File: src/rtl/rotor_if.sv
// Handshake and control bundle for one rotor stage: position control, wiring
// writes, and the independent forward/reverse substitution paths.
interface rotor_if #(
  parameter int SYM_W = 6
);
  logic             load_pos;
  logic [SYM_W-1:0] pos_in;
  logic             step_in;
  logic             carry_out;
  logic [SYM_W-1:0] position;
  logic             wr_en;
  logic [SYM_W-1:0] wr_addr;
  logic [SYM_W-1:0] wr_data;
  logic             fwd_valid;
  logic [SYM_W-1:0] fwd_in;
  logic             fwd_vout;
  logic [SYM_W-1:0] fwd_out;
  logic             rev_valid;
  logic [SYM_W-1:0] rev_in;
  logic             rev_vout;
  logic [SYM_W-1:0] rev_out;

  modport master (
    output load_pos, pos_in, step_in, wr_en, wr_addr, wr_data,
           fwd_valid, fwd_in, rev_valid, rev_in,
    input  carry_out, position, fwd_vout, fwd_out, rev_vout, rev_out
  );

  modport slave (
    input  load_pos, pos_in, step_in, wr_en, wr_addr, wr_data,
           fwd_valid, fwd_in, rev_valid, rev_in,
    output carry_out, position, fwd_vout, fwd_out, rev_vout, rev_out
  );
endinterface

File: src/rtl/rotor_stage.sv
// Stepping Enigma rotor: programmable wiring with a shadow inverse table,
// ring setting, turnover carry and registered forward/reverse lookups.
module rotor_stage #(
  parameter int N_SYM = 26,
  parameter int SYM_W = 6,
  parameter int NOTCH = 16,
  parameter int RING  = 0
) (
  input logic clk,
  input logic rst_n,
  rotor_if.slave rif
);

  localparam int               DEPTH    = 1 << SYM_W;
  localparam int               MAX_FOLD = (DEPTH - 1) / N_SYM;
  localparam logic [SYM_W:0]   N_W      = (SYM_W+1)'(N_SYM);
  localparam logic [SYM_W-1:0] NOTCH_S  = SYM_W'(NOTCH);
  localparam logic [SYM_W-1:0] RING_S   = SYM_W'(RING);
  localparam logic [8*26-1:0]  ROTOR_I  = "EKMFLGDQVZNTOWYHXUSPAIBRCJ";

  // Tables span the full index space so any SYM_W-bit index is legal; only
  // entries below N_SYM are ever written or read, the rest stay constant.
  logic [SYM_W-1:0] w_q    [DEPTH];
  logic [SYM_W-1:0] w_d    [DEPTH];
  logic [SYM_W-1:0] winv_q [DEPTH];
  logic [SYM_W-1:0] winv_d [DEPTH];

  logic [SYM_W-1:0] pos_q, pos_d;
  logic [SYM_W-1:0] off;
  logic [SYM_W-1:0] fwd_idx, rev_idx;
  logic             fwd_vout_q, fwd_vout_d;
  logic             rev_vout_q, rev_vout_d;
  logic [SYM_W-1:0] fwd_out_q, fwd_out_d;
  logic [SYM_W-1:0] rev_out_q, rev_out_d;
  logic             wr_ok;

  function automatic logic [SYM_W-1:0] mod_reduce(input logic [SYM_W-1:0] x);
    logic [SYM_W:0] r;
    r = {1'b0, x};
    for (int k = 0; k < MAX_FOLD; k++) begin
      if (r >= N_W) r = r - N_W;
    end
    return r[SYM_W-1:0];
  endfunction

  function automatic logic [SYM_W-1:0] mod_add(input logic [SYM_W-1:0] a,
                                               input logic [SYM_W-1:0] b);
    logic [SYM_W:0] t;
    t = {1'b0, a} + {1'b0, b};
    if (t >= N_W) t = t - N_W;
    return t[SYM_W-1:0];
  endfunction

  function automatic logic [SYM_W-1:0] mod_sub(input logic [SYM_W-1:0] a,
                                               input logic [SYM_W-1:0] b);
    logic [SYM_W:0] t;
    t = {1'b0, a} - {1'b0, b};
    if (t[SYM_W]) t = t + N_W;
    return t[SYM_W-1:0];
  endfunction

  function automatic logic [SYM_W-1:0] dflt_fwd(input int i);
    logic [7:0] ch;
    if (N_SYM == 26 && i < 26) begin
      ch = 8'(ROTOR_I >> (8 * (25 - i)));
      return SYM_W'(ch - 8'd65);
    end
    return SYM_W'(i);
  endfunction

  function automatic logic [SYM_W-1:0] dflt_inv(input int i);
    logic [SYM_W-1:0] r;
    r = SYM_W'(i);
    for (int j = 0; j < N_SYM; j++) begin
      if (dflt_fwd(j) == SYM_W'(i)) r = SYM_W'(j);
    end
    return r;
  endfunction

  // Offset uses the post-step position so a step and a lookup in the same
  // cycle encrypt at the new position.
  always_comb begin
    // NOTE: every comb output gets a default first so no path infers a latch.
    pos_d = pos_q;
    if (rif.load_pos) begin
      pos_d = mod_reduce(rif.pos_in);
    end else if (rif.step_in) begin
      pos_d = ({1'b0, pos_q} == N_W - 1'b1) ? '0 : pos_q + SYM_W'(1);
    end

    off     = mod_sub(pos_d, RING_S);
    fwd_idx = mod_add(mod_reduce(rif.fwd_in), off);
    rev_idx = mod_add(mod_reduce(rif.rev_in), off);

    fwd_vout_d = rif.fwd_valid;
    rev_vout_d = rif.rev_valid;
    fwd_out_d  = rif.fwd_valid ? mod_sub(w_q[fwd_idx], off)    : fwd_out_q;
    rev_out_d  = rif.rev_valid ? mod_sub(winv_q[rev_idx], off) : rev_out_q;
  end

  assign wr_ok = rif.wr_en && ({1'b0, rif.wr_addr} < N_W)
                           && ({1'b0, rif.wr_data} < N_W);

  always_comb begin
    w_d    = w_q;
    winv_d = winv_q;
    if (wr_ok) begin
      w_d[rif.wr_addr]    = rif.wr_data;
      winv_d[rif.wr_data] = rif.wr_addr;
    end
  end

  // NOTE: sequential state uses non-blocking assignment so every flop samples
  // pre-edge values regardless of statement order.
  always_ff @(posedge clk or negedge rst_n) begin
    if (!rst_n) begin
      pos_q      <= '0;
      fwd_vout_q <= 1'b0;
      rev_vout_q <= 1'b0;
      fwd_out_q  <= '0;
      rev_out_q  <= '0;
    end else begin
      pos_q      <= pos_d;
      fwd_vout_q <= fwd_vout_d;
      rev_vout_q <= rev_vout_d;
      fwd_out_q  <= fwd_out_d;
      rev_out_q  <= rev_out_d;
    end
  end

  // NOTE: the wiring tables are reset on purpose: a reset must restore the
  // default rotor, so these cannot be mapped to reset-less RAM.
  always_ff @(posedge clk or negedge rst_n) begin
    if (!rst_n) begin
      for (int i = 0; i < DEPTH; i++) begin
        w_q[i]    <= dflt_fwd(i);
        winv_q[i] <= dflt_inv(i);
      end
    end else begin
      w_q    <= w_d;
      winv_q <= winv_d;
    end
  end

  assign rif.carry_out = rif.step_in && (pos_q == NOTCH_S) && !rif.load_pos;
  assign rif.position  = pos_q;
  assign rif.fwd_vout  = fwd_vout_q;
  assign rif.rev_vout  = rev_vout_q;
  assign rif.fwd_out   = fwd_out_q;
  assign rif.rev_out   = rev_out_q;

endmodule
File: src/flat_wrapper.sv
// flat-port wrapper written by rule: the top's interface ports become plain ports
module rotor_stage_flat 
#(
  parameter int N_SYM = 26,
  parameter int SYM_W = 6,
  parameter int NOTCH = 16,
  parameter int RING  = 0
)
  (clk, rst_n, rif_load_pos, rif_pos_in, rif_step_in, rif_wr_en, rif_wr_addr, rif_wr_data, rif_fwd_valid, rif_fwd_in, rif_rev_valid, rif_rev_in, rif_carry_out, rif_position, rif_fwd_vout, rif_fwd_out, rif_rev_vout, rif_rev_out);
  rotor_if #(.SYM_W(SYM_W)) rif_i ();
  input logic clk;
  input logic rst_n;
  input wire logic [$bits(rif_i.load_pos)-1:0] rif_load_pos;
  input wire logic [$bits(rif_i.pos_in)-1:0] rif_pos_in;
  input wire logic [$bits(rif_i.step_in)-1:0] rif_step_in;
  input wire logic [$bits(rif_i.wr_en)-1:0] rif_wr_en;
  input wire logic [$bits(rif_i.wr_addr)-1:0] rif_wr_addr;
  input wire logic [$bits(rif_i.wr_data)-1:0] rif_wr_data;
  input wire logic [$bits(rif_i.fwd_valid)-1:0] rif_fwd_valid;
  input wire logic [$bits(rif_i.fwd_in)-1:0] rif_fwd_in;
  input wire logic [$bits(rif_i.rev_valid)-1:0] rif_rev_valid;
  input wire logic [$bits(rif_i.rev_in)-1:0] rif_rev_in;
  output wire logic [$bits(rif_i.carry_out)-1:0] rif_carry_out;
  output wire logic [$bits(rif_i.position)-1:0] rif_position;
  output wire logic [$bits(rif_i.fwd_vout)-1:0] rif_fwd_vout;
  output wire logic [$bits(rif_i.fwd_out)-1:0] rif_fwd_out;
  output wire logic [$bits(rif_i.rev_vout)-1:0] rif_rev_vout;
  output wire logic [$bits(rif_i.rev_out)-1:0] rif_rev_out;
  assign rif_i.load_pos = rif_load_pos;
  assign rif_i.pos_in = rif_pos_in;
  assign rif_i.step_in = rif_step_in;
  assign rif_i.wr_en = rif_wr_en;
  assign rif_i.wr_addr = rif_wr_addr;
  assign rif_i.wr_data = rif_wr_data;
  assign rif_i.fwd_valid = rif_fwd_valid;
  assign rif_i.fwd_in = rif_fwd_in;
  assign rif_i.rev_valid = rif_rev_valid;
  assign rif_i.rev_in = rif_rev_in;
  assign rif_carry_out = rif_i.carry_out;
  assign rif_position = rif_i.position;
  assign rif_fwd_vout = rif_i.fwd_vout;
  assign rif_fwd_out = rif_i.fwd_out;
  assign rif_rev_vout = rif_i.rev_vout;
  assign rif_rev_out = rif_i.rev_out;
  rotor_stage #(.N_SYM(N_SYM), .SYM_W(SYM_W), .NOTCH(NOTCH), .RING(RING)) u_core (.clk(clk), .rst_n(rst_n), .rif(rif_i));
endmodule
File: config.mk
export PLATFORM = sky130hd
export DESIGN_NAME = rotor_stage_flat
export DESIGN_NICKNAME = d
export VERILOG_FILES = /design/src/rtl/rotor_if.sv /design/src/rtl/rotor_stage.sv /design/src/flat_wrapper.sv
export SDC_FILE = /design/constraint.sdc
export NUM_CORES = 2
export LEC_CHECK = 0
export ABC_AREA = 1
export BUFFER_PORTS_ARGS = -buffer_cell sky130_fd_sc_hd__buf_2
export CAP_MARGIN = 20
export CORE_ASPECT_RATIO = 0.5
export CORE_MARGIN = 3
export CORE_UTILIZATION = 55
export DETAILED_ROUTE_END_ITERATION = 10
export GPL_TIMING_DRIVEN = 0
export PLACE_DENSITY = 0.74
export SLEW_MARGIN = 20
export SYNTH_ARGS = -nofsm -noshare
export SYNTH_HDL_FRONTEND = slang
export SYNTH_SLANG_ARGS = --single-unit
File: constraint.sdc
create_clock -name clk -period 5.6 [get_ports clk]
set_input_delay 0.56 -clock clk [delete_from_list [all_inputs] [get_ports clk]]
set_output_delay 0.56 -clock clk [all_outputs]
set_load 0.02 [all_outputs]
==> results.tsv <==
stage	metric	value	unit
layout	final_area	44700	um^2
global_routing	antenna_found_initial	4	
critical_path	critical_path_required	6.14	ns
floorplanning	core_area	65500	um^2
sta	min_period_over_period	108	%
detailed_routing	first_pass_iters	6	
floorplanning	die_h	189	um
sta	max-slew-margin-rel	23.1	%
detailed_routing	wl	110	mm
place	io_buffers	56	
run	cap_viol_max_count	0	
critical_path	regToRegStartpoint	u_core.rif.position[1]	
sta	setup_viol	10	
global_routing	grt_first_pass_wirelength	168	mm
layout	syn2layout_area_growth	21.8	%
sta	skew	0.0332	ns
clock_network	cts.sinks	788	
critical_path	crit_path_top_delay_cell	fa_2	
yosys	netlist_area	36700	um^2
min_path	min_from	rif_fwd_valid	
critical_path	cp_max_fo	8	
floorplanning	die_w	371	um
yosys	synth_area_leaders	dfrtp_1 28%, dfstp_2 28%, nand2_1 6.6%	
layout	n_fill_cell	4789	
detailed_routing	dr_total_vias	30400	
yosys	synth_common_cells	649 x nand2_1, 630 x clkbuf_1, 404 x dfrtp_1, 400 x o21ai_0, 384 x dfstp_2	
yosys	yosysTopAreaCell	dfrtp_1	
yosys	synth_nets	4141	
yosys	ys_seq_area_share	55.1	%
yosys	yosysTopAreaCellShare	27.6	%
global_routing	grt_max_degree	93	
sta	grt_setup_unrepaired	yes	
yosys	synthCells	4062	
clock_network	cts-buffers-inserted	69	
detailed_routing	drtIter0Drc	3543	
clock_network	cts_htree_levels	3	
global_routing	gr-total-overflow	0	
global_routing	grt_pass1_vias	29500	
critical_path	crit_path_start	rif_pos_in[3]	
layout	seqCellArea	20200	um^2
min_path	hold_class	in2reg	
sta	fmaxAchievable	0.165	GHz
floorplanning	start_util	56.0	%
floorplanning	dieArea	70000	um^2
critical_path	critPathLaunchType	input port	
clock_network	root_buffer	clkbuf_16	
detailed_routing	ant_nets	0	
yosys	ys_ff_latch	788	
yosys	synth_most_common_cell	nand2_1	
clock_network	cts_tree	yes	
sta	hold_ws	0.138	ns
outcome	status	complete, but fails checks	
sta	final.setup.tns	-3.61	ns
sta	slew_violations	0	
global_routing	grt_usage	31.0	%
yosys	synth_cell_types	54	
yosys	synth_edf_count	0	
critical_path	worstSetupEndpointType	flop	
clock_network	clock_path_buffers	3	
yosys	postSynthAreaPerCell	9.03	um^2
layout	fin_nets	4417	
layout	multi_input_area	14100	um^2
place	place_congestion	0.949	
sta	setup_ws	-0.452	ns
clock_network	clock_latency	0.65	ns
critical_path	cpPeakStageDelay	0.44	ns
clock_network	clkSlewWorstSetupHoldPaths	0.07	ns
yosys	synthArstFlopShare	100	%
detailed_routing	wire_per_inst	20.9	um
floorplanning	core.rowCount	66	
layout	drive_above_1_share	28.9	%
critical_path	critPathKind	in2reg	
yosys	synth_ff_type	dfrtp_1	
critical_path	crit_top_cell	nand2_1	
detailed_routing	vias_per_cell	5.75	
critical_path	crit_arrival	6.59	ns
sta	tightest_slew	1.14	ns
floorplanning	num_io_pins	58	
place	dp_hpwl	69.1	mm
detailed_routing	route.detailed.drc	0	
sta	finalHoldViolCount	0	
yosys	yosysWarningCount	0	
sta	period_needed	6.05	ns
outcome	violations	negative setup slack	
place	dpl-instance-area	38800	um^2
[worst max-delay path, delay by kind of cell]
| family | cells | cell delay [ns] |
|---|---|---|
| AOI/OAI and AO/OA | 6 | 0.75 |
| xor gates and xnor gates | 1 | 0.13 |
| adders and majority gates | 4 | 1.05 |
| buffers and inverters | 8 | 0.97 |
| and+or+nand+nor | 31 | 3.11 |
[kinds of logic (layout without fill, tap and decap cells)]
kind of cell / Yosys count / after routing / share of synthesized area [%]
fa+ha+maj: 42 / 42 / 1.51
simple gates: 1258 / 1260 / 14.6
mux: 171 / 171 / 5.03
flops: 788 / 788 / 55.1
buf+inv: 1051 / 1382 / 11.0
compound gates: 730 / 730 / 12.1
xor+xnor: 22 / 22 / 0.597
other cells: 0 / 5 / 0
[flip-flops by register name (all words and copies together) (netlist names)]
signal,flops
u_core.rif.fwd_out,6
u_core.rif.fwd_vout,1
u_core.rif.position,6
u_core.rif.rev_out,6
u_core.rif.rev_vout,1
u_core.w_q,384
u_core.winv_q,384
[worst paths after layout]
path | to | slack, ns | cells after the start
max in group asynchronous | u_core.winv_q[97] | 3.12 | 6
min in group asynchronous | u_core.w_q[319] | 0.40 | 2
setup / recovery | u_core.rif.fwd_out[3] | -0.45 | 50
hold / removal | u_core.rif.fwd_vout | 0.14 | 1
setup reg to reg | u_core.rif.fwd_out[5] | -0.45 | 30
hold reg to reg | u_core.winv_q[70] | 0.44 | 1
[layout make-up]
class | instances | share of cell area [%]
flip-flops and latches | 788 | 45.2
diodes | 5 | 0.0280
plain buffers | 662 | 7.46
repair buffers | 211 | 4.31
clock inverters | 23 | 0.829
inverters | 381 | 3.34
multi-input cells | 2225 | 31.6
clock buffers | 105 | 4.74
well taps | 884 | 2.48
[stage by stage]
step | instances | setup WS (ns) | util [%]
after floorplan | 4062 | -0.371 | -
after global placement | 5002 | -12.04 | 58.9
after detailed placement | 5011 | -2.33 | 59.3
after CTS | 5250 | -0.169 | 66.7
after global routing | 5283 | -0.687 | 68.2
final | 5284 | -0.452 | 68.2
[per-layer routing]
layer  vias up  track usage (%)  routed length, um
met3       330             6.76              10400
met2      1498             47.9              50400
met1     15100             42.7              45000
met5         -                0                  0
li1      13400                -                  -
met4         0             12.8               4410
[cells in the final DEF, fill, tap and decap left out, types with 64 or more instances in the layout]
| cell type | instances |
|---|---|
| nand3_1 | 173 |
| nor2_1 | 272 |
| mux2_2 | 107 |
| clkbuf_16 | 83 |
| nand2_1 | 613 |
| buf_4 | 128 |
| dfstp_2 | 384 |
| a211oi_1 | 185 |
| o21ai_0 | 343 |
| mux2i_1 | 64 |
| clkbuf_1 | 555 |
| dfrtp_1 | 404 |
| inv_1 | 347 |
[what timing repair did]
action | in CTS | in global routing
hold endpoints to repair | 15 | 0
pin swaps | 120 | 95
hold buffers | 1 | 0
setup endpoints to repair | 12 | 10
cloned | 5 | 5
resized for setup | 386 | 178
setup buffers | 107 | 32
Power is left out: the tool's default activity adds up to more than one toggle a clock period on the data nets, which glitch-free logic cannot reach.
